===== config.mk =====
export PLATFORM = sky130hd
export DESIGN_NAME = mtimer
export DESIGN_NICKNAME = d
export VERILOG_FILES = /design/src/rtl/mtimer.sv
export SDC_FILE = /design/constraint.sdc
export NUM_CORES = 1
export LEC_CHECK = 0
export BUFFER_PORTS_ARGS = -buffer_cell sky130_fd_sc_hd__buf_2
export CORE_MARGIN = 1
export CORE_UTILIZATION = 30
export DETAILED_ROUTE_END_ITERATION = 10
export PLACE_DENSITY = 0.47
export SLEW_MARGIN = 30
export SYNTH_ARGS = -nofsm -noshare
export SYNTH_HDL_FRONTEND = slang
export SYNTH_SLANG_ARGS = --single-unit

===== constraint.sdc =====
create_clock -name clk -period 3.46 [get_ports clk]
set_input_delay 0.173 -clock clk [delete_from_list [all_inputs] [get_ports clk]]
set_output_delay 0.173 -clock clk [all_outputs]
set_load 0.02 [all_outputs]

===== src/rtl/mtimer.sv =====
// ============================================================================
// Module   : mtimer
// Purpose  : Memory-mapped machine timer (64-bit mtime/mtimecmp, prescaler,
//            level timer interrupt) behind a one-cycle data-bus slave port.
// Revision : 1.0
// ============================================================================
`default_nettype none

module mtimer #(
    parameter logic [31:0] BASE_ADDR = 32'hFFFF_FF00,
    parameter int          PRESC_W   = 16
) (
    input  logic        clk,
    input  logic        rst_n,
    input  logic [31:0] bus_addr,
    input  logic [31:0] bus_wdata,
    input  logic [3:0]  bus_be,
    input  logic        bus_read,
    input  logic        bus_write,
    output logic [31:0] bus_rdata,
    output logic        bus_hit,
    output logic        bus_ready,
    input  logic        halted,
    input  logic        stopcount,
    output logic        timer
);

    localparam logic [2:0] c_mtime_lo = 3'd0;
    localparam logic [2:0] c_mtime_hi = 3'd1;
    localparam logic [2:0] c_cmp_lo   = 3'd2;
    localparam logic [2:0] c_cmp_hi   = 3'd3;
    localparam logic [2:0] c_ctrl     = 3'd4;
    localparam logic [2:0] c_presc    = 3'd5;

    function automatic logic [31:0] merge_be(input logic [31:0] old_val,
                                             input logic [31:0] new_val,
                                             input logic [3:0]  be);
        logic [31:0] res;
        res = old_val;
        for (int b = 0; b < 4; b++) begin
            if (be[b]) res[8*b +: 8] = new_val[8*b +: 8];
        end
        return res;
    endfunction

    logic [63:0]        r_mtime;
    logic [63:0]        r_mtimecmp;
    logic               r_en;
    logic [PRESC_W-1:0] r_presc;
    logic [PRESC_W-1:0] r_presc_cnt;

    logic [31:0] w_offs;
    logic [2:0]  w_idx;
    logic        w_wr;
    logic        w_rd;
    logic        w_count_en;
    logic        w_tick;
    logic        w_presc_clr;
    logic [63:0] w_mtime_next;
    logic [63:0] w_mtimecmp_next;
    logic [31:0] w_rdata;

    // Offset subtraction plus lower bound keeps the decode correct for any base.
    assign w_offs  = bus_addr - BASE_ADDR;
    assign bus_hit = (bus_addr >= BASE_ADDR) && (w_offs < 32'd32);
    assign w_idx   = w_offs[4:2];

    assign w_wr = bus_write && bus_hit;
    assign w_rd = bus_read && !bus_write && bus_hit;

    assign w_count_en  = r_en && !(halted && stopcount);
    assign w_tick      = w_count_en && (r_presc_cnt == r_presc);
    assign w_presc_clr = w_wr && ((w_idx == c_ctrl) || (w_idx == c_presc));

    // A bus write to an mtime word overrides a coincident tick.
    always_comb begin
        w_mtime_next = r_mtime;
        if (w_wr && (w_idx == c_mtime_lo))
            w_mtime_next[31:0] = merge_be(r_mtime[31:0], bus_wdata, bus_be);
        else if (w_wr && (w_idx == c_mtime_hi))
            w_mtime_next[63:32] = merge_be(r_mtime[63:32], bus_wdata, bus_be);
        else if (w_tick)
            w_mtime_next = r_mtime + 64'd1;
    end

    always_comb begin
        w_mtimecmp_next = r_mtimecmp;
        if (w_wr && (w_idx == c_cmp_lo))
            w_mtimecmp_next[31:0] = merge_be(r_mtimecmp[31:0], bus_wdata, bus_be);
        else if (w_wr && (w_idx == c_cmp_hi))
            w_mtimecmp_next[63:32] = merge_be(r_mtimecmp[63:32], bus_wdata, bus_be);
    end

    always_comb begin
        w_rdata = 32'd0;
        case (w_idx)
            c_mtime_lo: w_rdata = r_mtime[31:0];
            c_mtime_hi: w_rdata = r_mtime[63:32];
            c_cmp_lo:   w_rdata = r_mtimecmp[31:0];
            c_cmp_hi:   w_rdata = r_mtimecmp[63:32];
            c_ctrl:     w_rdata = {31'd0, r_en};
            c_presc:    w_rdata = 32'(r_presc);
            default:    w_rdata = 32'd0;
        endcase
    end

    always_ff @(posedge clk) begin
        if (!rst_n) begin
            r_mtime     <= 64'd0;
            r_mtimecmp  <= {64{1'b1}};
            r_en        <= 1'b1;
            r_presc     <= '0;
            r_presc_cnt <= '0;
            timer       <= 1'b0;
            bus_ready   <= 1'b0;
            bus_rdata   <= 32'd0;
        end else begin
            r_mtime    <= w_mtime_next;
            r_mtimecmp <= w_mtimecmp_next;
            timer      <= (w_mtime_next >= w_mtimecmp_next);

            if (w_wr && (w_idx == c_ctrl) && bus_be[0])
                r_en <= bus_wdata[0];
            if (w_wr && (w_idx == c_presc))
                r_presc <= PRESC_W'(merge_be(32'(r_presc), bus_wdata, bus_be));

            if (w_presc_clr)
                r_presc_cnt <= '0;
            else if (w_count_en)
                r_presc_cnt <= w_tick ? '0 : r_presc_cnt + PRESC_W'(1);

            bus_ready <= w_wr || w_rd;
            if (w_rd)
                bus_rdata <= w_rdata;
        end
    end

endmodule

`default_nettype wire

==> impl_metrics.toml <==
[setup_path]
worst-path-max-fanout = 6
cp-start-kind = "register"
critical_path_capture_point_type = "register"
cp_data_required_time_ns = 3.81
worstSetupPathType = "reg -> reg"
timing.critical_path.arrival_ns = 4.35

[timing]
worstMarginPinSlew_ns = 0.7532
final-max-slew-violation-count = 0
fin_worst_skew_ns = 0.01553
setup_total_negative_slack_ns = -0.5441
maxClockFrequency_ghz = 0.2497
final_min_period_over_clock_period = 1.157
final-hold-violation-count = 0
setup_slack_ns = -0.5441
grt_setup_unrepaired = "true"
slew_headroom = 0.4978
report.final.setup_viol = 1
final.min_clock_period_ns = 4.004

[yosys]
sequential_cell_area_fraction_in_the_yosys_report = 0.3182
synthTopCellsByArea = "sky130_fd_sc_hd__dfxtp_1, sky130_fd_sc_hd__mux2i_1, sky130_fd_sc_hd__ha_1"
number_of_warnings_reported_in_the_yosys_synthesis_log = 0
synth.avg_cell_area_um2 = 8.461
synthMostInstantiatedCell = "sky130_fd_sc_hd__dfxtp_1"
syn_area_um2 = 12270
dominantRegCellSynth = "sky130_fd_sc_hd__dfxtp_1"
number_of_enable_flip_flop_cells_after_synthesis = 0
synth.distinct_cells = 81
postSynthNetCount = 1590
ffs_latches_synth = 195
post_synth_inst_count = 1450
post-synth-top-area-fraction = 0.3182
netlist_top_cells_count = "sky130_fd_sc_hd__dfxtp_1, sky130_fd_sc_hd__nand2_1, sky130_fd_sc_hd__nor2_1"
synth-async-reset-ratio = 0
synthDominantAreaCellType = "sky130_fd_sc_hd__dfxtp_1"

[final_layout]
post-route-util = 0.4393
drive_above_1_share = 0.3647
design.final.nets = 2051
fillerInstances = 4045
area_delta_synth_final_pct = 43.24

[power]
power.static_leakage_uw = 0.007889
combinationalPowerShare = 0.098
clockPowerShare = 0.441
seq_power_share = 0.461
power.density_nw_per_um2 = 277.7
switchingPower_uw = 1260
power.ir.vdd_worst_mv = 0.3320
sw_frac_of_total = 0.2581
cellInternalPower_uw = 3620

[route]
detail-route-antenna-nets = 0
initialDrtViolationCount = 980
detail_route.drc_violations = 0
detailedRoute.firstPassIterationCount = 5
detailroute.via_count = 13290
route.final.wire_length_um = 52990
detail_route.wl_per_cell_um = 21.65
routed_via_density = 5.427

[floorplan]
die_y_um = 204.2
floorplan.io_pins = 109
die-area_um2 = 41710
die_w_um = 204.2
floorplan.rows = 73
initial_utilization = 0.3067
placeableCoreArea_um2 = 40010

[clock_tree]
hold_buffers = 0
cts_buffer_depth = 2
clock_tree_from_tritoncts = "yes"
cts_inserted_buffers = 17
clk-insertion-delay-late_ns = 0.46
clock_tree.htree_level_count = 4
cts_num_sinks = 195
clk_pin_slew_worst_paths_ns = 0.07
clk_root_buffer_cell = "sky130_fd_sc_hd__clkbuf_16"

[global_route]
grt_pass1_wl_um = 80740
grt_remaining_overflow = 0
grt.total_usage = 0.2587
grt_start_max_net_pins = 94
grt_pass1_vias = 13350
grt_antenna_before_repair = 1

[status]
status = "complete, but fails checks"
failing_checks = "setup timing"

[placed_design]
portBuffers = 106
place.gp.congestion = 0.9351
place_worst_setup_slack_ns = -0.8648
dpl.hpwl_um = 41460

[min_path]
hold_class = "in -> reg"

[job]
drv_cap = 0
-- routing by layer --
layer | routed length (µm) | up-vias | GRT usage | share of wire
met5 | 0 | - | 0 | 0
met4 | 1166 | 0 | 0.06743 | 0.022
met1 | 23460 | 6408 | 0.3416 | 0.44
met3 | 3071 | 67 | 0.03874 | 0.058
met2 | 25290 | 442 | 0.4372 | 0.48
li1 | - | 6369 | - | -
-- worst max-delay path, stage by stage (launching register included) --
cell	delay (ns)
sky130_fd_sc_hd__dfxtp_4	0.36
sky130_fd_sc_hd__xnor2_4	0.18
sky130_fd_sc_hd__nand4_1	0.12
sky130_fd_sc_hd__or4_4	0.59
sky130_fd_sc_hd__or3_4	0.39
sky130_fd_sc_hd__bufbuf_16	0.29
sky130_fd_sc_hd__nor3_4	0.19
sky130_fd_sc_hd__buf_12	0.14
sky130_fd_sc_hd__buf_4	0.11
sky130_fd_sc_hd__nand4b_1	0.15
sky130_fd_sc_hd__nand3_1	0.13
sky130_fd_sc_hd__ha_1	0.23
sky130_fd_sc_hd__nand2_1	0.10
sky130_fd_sc_hd__o21ai_2	0.10
sky130_fd_sc_hd__a221oi_2	0.23
sky130_fd_sc_hd__o21ai_1	0.12
sky130_fd_sc_hd__nor2_1	0.10
sky130_fd_sc_hd__o21ai_1	0.06
sky130_fd_sc_hd__a221o_1	0.29
-- per-stage QoR --
stage | hold WS, ns | power (µW) | instances | area [µm²]
floorplan | 0.2981 | 2495 | 1450 | 12370
global placement | 0.4402 | 2737 | 2400 | 16290
detailed placement | 0.4426 | 2739 | 2400 | 16290
CTS | 0.04456 | 4926 | 2444 | 17420
global route | 0.07081 | 5037 | 2447 | 17570
finish | 0.06786 | 4880 | 2448 | 17570
-- sequential cells by signal, indices dropped and copies added (netlist names) --
| name | cells |
|---|---|
| r_mtime | 64 |
| r_en | 1 |
| r_presc_cnt | 16 |
| bus_ready | 1 |
| r_presc | 16 |
| bus_rdata | 32 |
| timer | 1 |
| r_mtimecmp | 64 |
-- final timing paths --
path	startpoint	end	slack, ns	depth (start not counted)
setup / recovery	r_presc_cnt[0]$_SDFFE_PP0P_	timer$_SDFF_PN0_	-0.54	18
hold / removal	bus_wdata[0]	r_en$_SDFFE_PN1P_	0.07	3
setup reg to reg	r_presc_cnt[0]$_SDFFE_PP0P_	timer$_SDFF_PN0_	-0.54	18
hold reg to reg	bus_rdata[19]$_SDFFE_PN0P_	bus_rdata[19]$_SDFFE_PN0P_	0.45	2
-- timing repair --
item / CTS / global route
gates resized for setup: 83 / 23
pin swaps: 40 / 21
buffers inserted: 14 / 3
cloned: 1 / 0
setup endpoints to repair: 1 / 1
-- area by class of cell --
type                            instances  area (µm²)  share of cell area
Tap cell                              525       656.9             0.03738
Multi-Input combinational cell       1162        8552              0.4867
Clock inverter                         11       150.1            0.008544
Inverter                               16       61.31            0.003489
Timing Repair Buffer                  519        3779              0.2150
Sequential cell                       195        3918              0.2229
Clock buffer                           19       454.2             0.02585
Antenna cell                            1       2.502           0.0001424
-- cell usage in the layout, fill, tap and decap left out, drive strengths merged, types with 11 or more instances in the layout --
cell type | Yosys | layout
clkbuf | 56 | 19
dfxtp | 195 | 195
o21ai | 45 | 45
a211oi | 41 | 41
nor4 | 20 | 20
a22oi | 11 | 11
ha | 66 | 66
buf | 21 | 518
xnor2 | 17 | 17
a31oi | 21 | 21
nand2 | 180 | 180
nand3 | 77 | 77
mux4 | 23 | 23
or3 | 17 | 17
and3 | 38 | 38
mux2i | 93 | 93
a21o | 14 | 14
nor3 | 52 | 52
nand4 | 50 | 50
nor2 | 132 | 132
xor2 | 13 | 13
inv | 15 | 16
and2 | 39 | 39
a21oi | 61 | 61
-- kinds of logic after synthesis --
logic type | after synthesis | synth area share
simple gates | 656 | 0.2732
compound gates | 287 | 0.1641
flops | 195 | 0.3182
mux | 123 | 0.1245
buf+inv | 93 | 0.03121
fa+ha+maj | 66 | 0.06731
xor+xnor | 30 | 0.02142
-- power by group through the flow --
stage          Clock, µW  Combinational (µW)  Sequential [µW]
6_report            2150                 478             2250
5_1_grt             2280                 505             2250
4_1_cts             2200                 475             2250
3_5_place_dp           0                 436             2300
3_3_place_gp           0                 434             2300
2_1_floorplan          0                 190             2310
Power figures use the tool's default switching activity.
